## src/rtl/ccg_bist_pkg.sv

```systemverilog
// Shared types and defaults for the CCG BIST engine (FSM states, default polynomials).
package ccg_bist_pkg;

  typedef enum logic [2:0] {IDLE, SEED, RUN, DRAIN, DONE} state_t;

  localparam logic [26:0] DEF_TPG_POLY  = 27'h0000027;
  localparam logic [26:0] DEF_MISR_POLY = 27'h0000027;
  localparam int          MAX_CUT_LAT   = 7;

endpackage

```

## src/rtl/ccg_lfsr_misr.sv

```systemverilog
// Galois shift register with clear/load/step; MISR_MODE folds a parallel data word into each step.
// q_next exposes the value the register takes at the next edge.
module ccg_lfsr_misr #(
  parameter int               WIDTH     = 27,
  parameter logic [WIDTH-1:0] POLY      = '0,
  parameter bit               MISR_MODE = 1'b0
) (
  input  logic             clk,
  input  logic             rst_n,
  input  logic             clr,
  input  logic             load,
  input  logic [WIDTH-1:0] load_val,
  input  logic             step,
  input  logic [WIDTH-1:0] din,
  output logic [WIDTH-1:0] q,
  output logic [WIDTH-1:0] q_next
);

  always_comb begin
    q_next = q;
    if (clr) begin
      q_next = '0;
    end else if (load) begin
      q_next = load_val;
    end else if (step) begin
      q_next = {q[WIDTH-2:0], 1'b0} ^ (q[WIDTH-1] ? POLY : '0);
      if (MISR_MODE) q_next = q_next ^ din;
    end
  end

  always_ff @(posedge clk) begin
    if (!rst_n) q <= '0;
    else        q <= q_next;
  end

endmodule

```

## src/rtl/ccg_bist_engine.sv

```systemverilog
// LFSR-driven BIST wrapper for a combinational/pipelined CUT with MISR response compaction.
// Optional per-pattern failure logging is enabled by defining CCG_BIST_FAIL_LOG_EN.
module ccg_bist_engine
  import ccg_bist_pkg::*;
#(
  parameter int              N_IN      = 27,
  parameter int              N_OUT     = 27,
  parameter logic [N_IN-1:0] TPG_POLY  = N_IN'(DEF_TPG_POLY),
  parameter logic [N_OUT-1:0] MISR_POLY = N_OUT'(DEF_MISR_POLY),
  parameter int              CUT_LAT   = 0,
  parameter int              CNT_W     = 16
) (
  input  logic             clk,
  input  logic             rst_n,
  input  logic             start,
  input  logic             abort,
  input  logic [N_IN-1:0]  seed,
  input  logic [CNT_W-1:0] num_patterns,
  input  logic [N_OUT-1:0] exp_sig,
  output logic [N_IN-1:0]  cut_in,
  input  logic [N_OUT-1:0] cut_out,
  output logic             busy,
  output logic             done,
  output logic             pass,
  output logic [N_OUT-1:0] signature
`ifdef CCG_BIST_FAIL_LOG_EN
  ,
  input  logic [N_OUT-1:0] exp_resp,
  output logic [CNT_W-1:0] first_fail_idx,
  output logic             fail_seen
`endif
);

  localparam int DW = $clog2(MAX_CUT_LAT + 1);
  localparam logic [DW-1:0] DRAIN_LAST = DW'((CUT_LAT > 0) ? CUT_LAT - 1 : 0);

  state_t           state;
  logic [N_IN-1:0]  seed_r;
  logic [CNT_W-1:0] np_r;
  logic [N_OUT-1:0] exp_r;
  logic [CNT_W-1:0] cnt;
  logic [DW-1:0]    drain_cnt;
  logic             start_acc, issue, last, cap;
  logic [N_OUT-1:0] sig_next;
  logic [N_IN-1:0]  tpg_next_unused;

  assign start_acc = start & ~abort & ((state == IDLE) | (state == DONE));
  assign issue     = (state == RUN);
  assign last      = (cnt == np_r - 1'b1);

  // A response is compacted CUT_LAT cycles after its pattern was on cut_in.
  generate
    if (CUT_LAT == 0) begin : g_nopipe
      assign cap = issue;
    end else begin : g_pipe
      logic [CUT_LAT:1] vld_pipe;
      always_ff @(posedge clk) begin
        if (!rst_n || abort || start_acc) begin
          vld_pipe <= '0;
        end else begin
          vld_pipe[1] <= issue;
          for (int k = 2; k <= CUT_LAT; k++) vld_pipe[k] <= vld_pipe[k-1];
        end
      end
      assign cap = vld_pipe[CUT_LAT];
    end
  endgenerate

  // The last pattern is held on cut_in through DRAIN/DONE.
  ccg_lfsr_misr #(.WIDTH(N_IN), .POLY(TPG_POLY), .MISR_MODE(1'b0)) u_tpg (
    .clk      (clk),
    .rst_n    (rst_n),
    .clr      (1'b0),
    .load     ((state == SEED) & ~abort),
    .load_val (seed_r),
    .step     (issue & ~last & ~abort),
    .din      ('0),
    .q        (cut_in),
    .q_next   (tpg_next_unused)
  );

  ccg_lfsr_misr #(.WIDTH(N_OUT), .POLY(MISR_POLY), .MISR_MODE(1'b1)) u_misr (
    .clk      (clk),
    .rst_n    (rst_n),
    .clr      (start_acc),
    .load     (1'b0),
    .load_val ('0),
    .step     (cap & ~abort),
    .din      (cut_out),
    .q        (signature),
    .q_next   (sig_next)
  );

  // pass uses sig_next so the final compaction, which lands on the DONE edge, is included.
  always_ff @(posedge clk) begin
    if (!rst_n) begin
      state     <= IDLE;
      seed_r    <= '0;
      np_r      <= '0;
      exp_r     <= '0;
      cnt       <= '0;
      drain_cnt <= '0;
      busy      <= 1'b0;
      done      <= 1'b0;
      pass      <= 1'b0;
    end else if (abort) begin
      state <= IDLE;
      busy  <= 1'b0;
      done  <= 1'b0;
      pass  <= 1'b0;
    end else begin
      case (state)
        IDLE, DONE: begin
          if (start) begin
            seed_r <= (seed == '0) ? N_IN'(1) : seed;
            np_r   <= num_patterns;
            exp_r  <= exp_sig;
            busy   <= 1'b1;
            done   <= 1'b0;
            pass   <= 1'b0;
            state  <= SEED;
          end
        end
        SEED: begin
          cnt <= '0;
          if (np_r == '0) begin
            state <= DONE;
            busy  <= 1'b0;
            done  <= 1'b1;
            pass  <= (sig_next == exp_r);
          end else begin
            state <= RUN;
          end
        end
        RUN: begin
          if (last) begin
            if (CUT_LAT > 0) begin
              state     <= DRAIN;
              drain_cnt <= '0;
            end else begin
              state <= DONE;
              busy  <= 1'b0;
              done  <= 1'b1;
              pass  <= (sig_next == exp_r);
            end
          end else begin
            cnt <= cnt + 1'b1;
          end
        end
        DRAIN: begin
          if (drain_cnt == DRAIN_LAST) begin
            state <= DONE;
            busy  <= 1'b0;
            done  <= 1'b1;
            pass  <= (sig_next == exp_r);
          end else begin
            drain_cnt <= drain_cnt + 1'b1;
          end
        end
        default: state <= IDLE;
      endcase
    end
  end

`ifdef CCG_BIST_FAIL_LOG_EN
  logic [CNT_W-1:0] rsp_cnt;

  always_ff @(posedge clk) begin
    if (!rst_n || start_acc) begin
      rsp_cnt        <= '0;
      first_fail_idx <= '0;
      fail_seen      <= 1'b0;
    end else if (cap && !abort) begin
      rsp_cnt <= rsp_cnt + 1'b1;
      if (!fail_seen && (cut_out != exp_resp)) begin
        fail_seen      <= 1'b1;
        first_fail_idx <= rsp_cnt;
      end
    end
  end
`endif

endmodule

```

## config.mk

```make
export PLATFORM = sky130hd
export DESIGN_NAME = ccg_bist_engine
export DESIGN_NICKNAME = d
export VERILOG_FILES = /design/src/rtl/ccg_bist_pkg.sv /design/src/rtl/ccg_lfsr_misr.sv /design/src/rtl/ccg_bist_engine.sv
export SDC_FILE = /design/constraint.sdc
export NUM_CORES = 1
export LEC_CHECK = 0
export CAP_MARGIN = 20
export CORE_ASPECT_RATIO = 0.7
export CORE_UTILIZATION = 49
export CTS_BUF_LIST = sky130_fd_sc_hd__clkbuf_2
export DETAILED_ROUTE_END_ITERATION = 10
export GPL_TIMING_DRIVEN = 0
export PLACE_DENSITY = 0.8
export SLEW_MARGIN = 10
export SYNTH_ARGS = -nofsm -noshare
export SYNTH_HDL_FRONTEND = slang
export SYNTH_SLANG_ARGS = --single-unit
```

## constraint.sdc

```tcl
create_clock -name clk -period 2.93 [get_ports clk]
set_input_delay 0.293 -clock clk [delete_from_list [all_inputs] [get_ports clk]]
set_output_delay 0.293 -clock clk [all_outputs]
set_load 0.05 [all_outputs]
```

==> results.md <==
- The run finished, with violations left.
- The final reports fail on setup timing.
- The number of max-capacitance violations reported is 0.
- For this design, the slowest cell found on the critical path is sky130_fd_sc_hd__or4_4.
- The worst-case IR drop observed on VDD is about 0.24 mV.
- Counting cells, the worst reg-to-reg path comes to 9.
- The count of nets left with antenna violations once routing finished came out at 0.
- Fill cells in the final layout number ~1400.
- The largest net degree at the start of global routing is 17.
- Global routing finished with a remaining overflow of 0.
- In this run the count of I/O pins placed on the die edge is ~160.
- The minimum setup slack after placement is -0.786 ns.
- The detailed router put a total of 12.7 mm of wire on met1.
- STA classifies the critical path endpoint as a flip-flop.
- STA puts the critical path data required time at 3.59 ns.
- The iteration-0 DRC count of the detailed router is a little under 800.
- The total leakage power is 3.80 nW.
- The top cell type's share of synthesized area is 37.6%.
- The deepest clock path buffer count is 2.
- The first TritonRoute pass finished after 8 iterations.
- Setup repair after global routing could not meet its margin everywhere.
- The critical path in this run is classified as reg2reg.
- The post-route worst hold slack is 0.0499 ns.
- Counting flops with an async set or reset pin after synthesis yields a share of 0%.
- The most area-hungry cell type in the Yosys netlist is sky130_fd_sc_hd__dfxtp_1.
- The routed layout has between 8000 and 9000 vias.
- For this run, design rule violations remaining after detail routing come to 0.
- The synthesized netlist net count is approximately 1100.
- The antenna diode count is 0.
- The cell with the most instances after synthesis is sky130_fd_sc_hd__nand2_1.
- Summed over all layers, the routed wires come to roughly 27 mm.
- The setup TNS is -0.853 ns.
- In the post-synthesis netlist, the biggest area contributors are sky130_fd_sc_hd__dfxtp_1, sky130_fd_sc_hd__nand2_1, sky130_fd_sc_hd__a21boi_0, sky130_fd_sc_hd__mux2i_1, sky130_fd_sc_hd__xnor2_1.
- The most frequent cell on the critical path is sky130_fd_sc_hd__or4_4.
- The synthesized design contains 0 enable-type register cells.
- The clock root buffer is sky130_fd_sc_hd__clkbuf_2.
- The ratio of routed vias to standard cells is between 5 and 6.
- Once placement completed, the tool counted placed cells totaling 1399.
- The horizontal extent of the die is roughly 150 um.
- The post-layout total power is between 4 and 5 mW.
- The total of buffers placed on input and output ports is 156.
- Summed over all nets, the half-perimeter wirelength after detailed placement is between 20 and 25 mm.
- The die height is 108 um.
- The final clock period utilization by the worst path is 103%.
- In the final routed layout, each cell accounts on average for between 15 and 20 um.
- The die area is between 15000 and 20000 um2.
- At the end of the flow, the number of nets in the layout was ~1300.
- The first global-routing pass estimated 41.3 mm of wire.
- The post-layout instance count excluding filler cells is roughly 1500.
- The count of endpoints failing hold in the final timing report is 0.
- The fraction of the yosys area taken by sequential cells is ~38%.
- Dividing total power by cell area gives a power density of between 300 and 400 nW/um2.
- The mean instance size in the synthesized netlist is 7.60 um2.
- The TritonCTS buffer count is 17.
- The delay contributed by the slowest stage of the critical path is around 0.56 ns.
- The number of flip-flops and latches in the synthesized netlist is 149.
- The max-slew violation count is 0.
- The H-tree depth is 4.
- The routed wire length on met3 is approximately 3.2 mm.
- At the end of routability-driven placement, the weighted congestion stood at 1.00.
- The Yosys warning count is 0.
- From synthesis to final layout, the design area changed by 32.3%.
- The total standard cell area after synthesis is 7930 um2.
- For the pin with the worst max-slew slack, the measured transition is roughly 0.76 ns.
- The floorplan row count is 38.
- The post-layout worst setup margin is -0.0872 ns.
- The critical path contains buffers and inverters numbering 2 combined.
- The signal on the critical path passes through or4_4 -> or4_4 -> o311a_1 -> or3b_4 -> nor3_4 -> buf_6 -> nor2_4 -> buf_8 -> mux2i_1.
- The top layer used by detailed routing is met4.
- The number of antenna violations at the first check in global routing is 1.
- The number of instances in the synthesized netlist is roughly 1000.
- Of all nets on the critical path, the largest fanout is 8.
- The routed length on met2 is around 11 mm.
- The type of the most critical hold path is in2reg.
- The final critical path time including I/O delays and setup is roughly 3.0 ns.
- The kind of cell adding the most delay to the critical path is simple AND/OR/NAND/NOR gates.
- The clock sink count is about 150.
- The number of global-route vias before repair came to between 7000 and 8000.
- The share of layout cells above drive strength 1 is 8.61%.
- The clock tree from TritonCTS is built.
- The leading register cell type out of synthesis is sky130_fd_sc_hd__dfxtp_1.
- The critical path crosses 9 cells after its start point.
- For the worst-skew pair, the clock arrives at the later sink with an insertion delay of 0.76 ns.
- The critical path startpoint category is a flip-flop.
- The maximum frequency from static timing analysis is about 0.33 GHz.
- Setup violations remaining at the end of the flow were counted as 27.
- The clock transition at the registers of the reported paths is around 0.28 ns.
- The commonest cells after synthesis are sky130_fd_sc_hd__nand2_1, sky130_fd_sc_hd__dfxtp_1, sky130_fd_sc_hd__a21boi_0.
- Data on the critical path arrives at its endpoint at 3.67 ns.
- In this run the tightest slew margin relative to its limit is between 40% and 50%.
- The depth of the worst hold-timing path is 3.
- The number of distinct library cells after synthesis is 65.
- The worst-case clock skew is between 0.04 and 0.05 ns.
- The core area is about 16000 um2.
- For this configuration, the core starts out at a cell density of about half.
- The total routing usage reported by global routing is about 32%.
-- stage by stage --
stage / util, % / cell area, um2
5_1_grt: 67.0 / 10500
3_5_place_dp: 62.3 / 9750
2_1_floorplan: - / 7930
3_3_place_gp: 62.3 / 9750
4_1_cts: 65.7 / 10300
6_report: 67.0 / 10500
-- where the power goes --
part           switching [mW]  total [mW]  internal [mW]  leakage [nW]
Combinational           0.392       0.751          0.360          2.44
Sequential             0.0708        2.16           2.09          1.21
Clock                   0.880        1.24          0.357         0.153
Total                    1.34        4.14           2.80          3.80
-- tightest hold or removal path, delay by kind of cell --
kind / cells / cell delay [ns]
AO/OA/AOI/OAI: 1 / 0.06
buffers and inverters: 1 / 0.40
AND/OR/NAND/NOR: 1 / 0.05
-- registers in the layout, indices dropped and copies added (netlist names) --
name	flops
busy	1
cnt	16
done	1
drain_cnt	3
exp_r	27
np_r	16
pass	1
seed_r	27
state	3
u_misr.q	27
u_tpg.q	27
-- metal layers --
layer | GRT usage (%) | vias to the layer above
li1 | - | 3984
met1 | 46.4 | 3841
met2 | 44.5 | 401
met3 | 13.5 | 31
met4 | 7.36 | 0
met5 | 0 | -
-- cells in the final DEF (no fill, tap or decap), types with 6 or more instances in the layout --
cell / count
sky130_fd_sc_hd__nand2_1: 299
sky130_fd_sc_hd__clkdlybuf4s50_1: 156
sky130_fd_sc_hd__dfxtp_1: 142
sky130_fd_sc_hd__a21boi_0: 70
sky130_fd_sc_hd__nor2_1: 59
sky130_fd_sc_hd__clkbuf_1: 48
sky130_fd_sc_hd__mux2i_1: 35
sky130_fd_sc_hd__o21ai_0: 33
sky130_fd_sc_hd__xnor2_1: 30
sky130_fd_sc_hd__inv_1: 29
sky130_fd_sc_hd__xor2_1: 26
sky130_fd_sc_hd__a21oi_1: 21
sky130_fd_sc_hd__nor3_1: 21
sky130_fd_sc_hd__clkbuf_2: 20
sky130_fd_sc_hd__nand3_1: 17
sky130_fd_sc_hd__buf_4: 17
sky130_fd_sc_hd__nand4_1: 16
sky130_fd_sc_hd__a211oi_1: 12
sky130_fd_sc_hd__o211ai_1: 11
sky130_fd_sc_hd__o22ai_1: 11
sky130_fd_sc_hd__nor4_1: 10
sky130_fd_sc_hd__buf_6: 10
sky130_fd_sc_hd__nand2b_1: 10
sky130_fd_sc_hd__or4_1: 8
sky130_fd_sc_hd__and3_1: 7
sky130_fd_sc_hd__dlygate4sd3_1: 7
sky130_fd_sc_hd__a31oi_1: 6
-- what timing repair did --
item	4_1_cts	5_1_grt
setup endpoints to repair	96	63
gates cloned	1	1
hold buffers	2	5
pin swaps	7	22
hold endpoints to repair	2	5
gates resized for setup	42	28
setup buffers	18	4
-- cell type report --
cell class | count | area [um2] | area share [%]
plain buffers | 61 | 292 | 2.78
clock buffers | 18 | 90.1 | 0.859
clock inverters | 14 | 159 | 1.52
inverters | 30 | 113 | 1.07
multi-input cells | 795 | 4730 | 45.1
flip-flops and latches | 149 | 3000 | 28.6
well taps | 200 | 250 | 2.39
repair buffers | 187 | 1860 | 17.7
-- kinds of logic (layout without fill, tap and decap cells) --
logic type / after synthesis / count (layout) / synth area share, %
DFF: 149 / 149 / 37.6
AOI/OAI and AO/OA: 208 / 208 / 18.1
muxes: 36 / 36 / 4.55
and+or+nand+nor: 490 / 490 / 27.7
xor gates and xnor gates: 56 / 56 / 6.19
adders and majority gates: 5 / 5 / 0.789
buffers and inverters: 99 / 310 / 5.00
-- final timing paths --
kind          startpoint    endpoint  slack (ns)
max              np_r[0]      cnt[1]       -0.09
min          exp_sig[15]   exp_r[15]        0.05
min reg2reg   seed_r[23]  seed_r[23]        0.48
max reg2reg      np_r[0]      cnt[1]       -0.09
No activity file was read; power rests on OpenSTA's default activity.
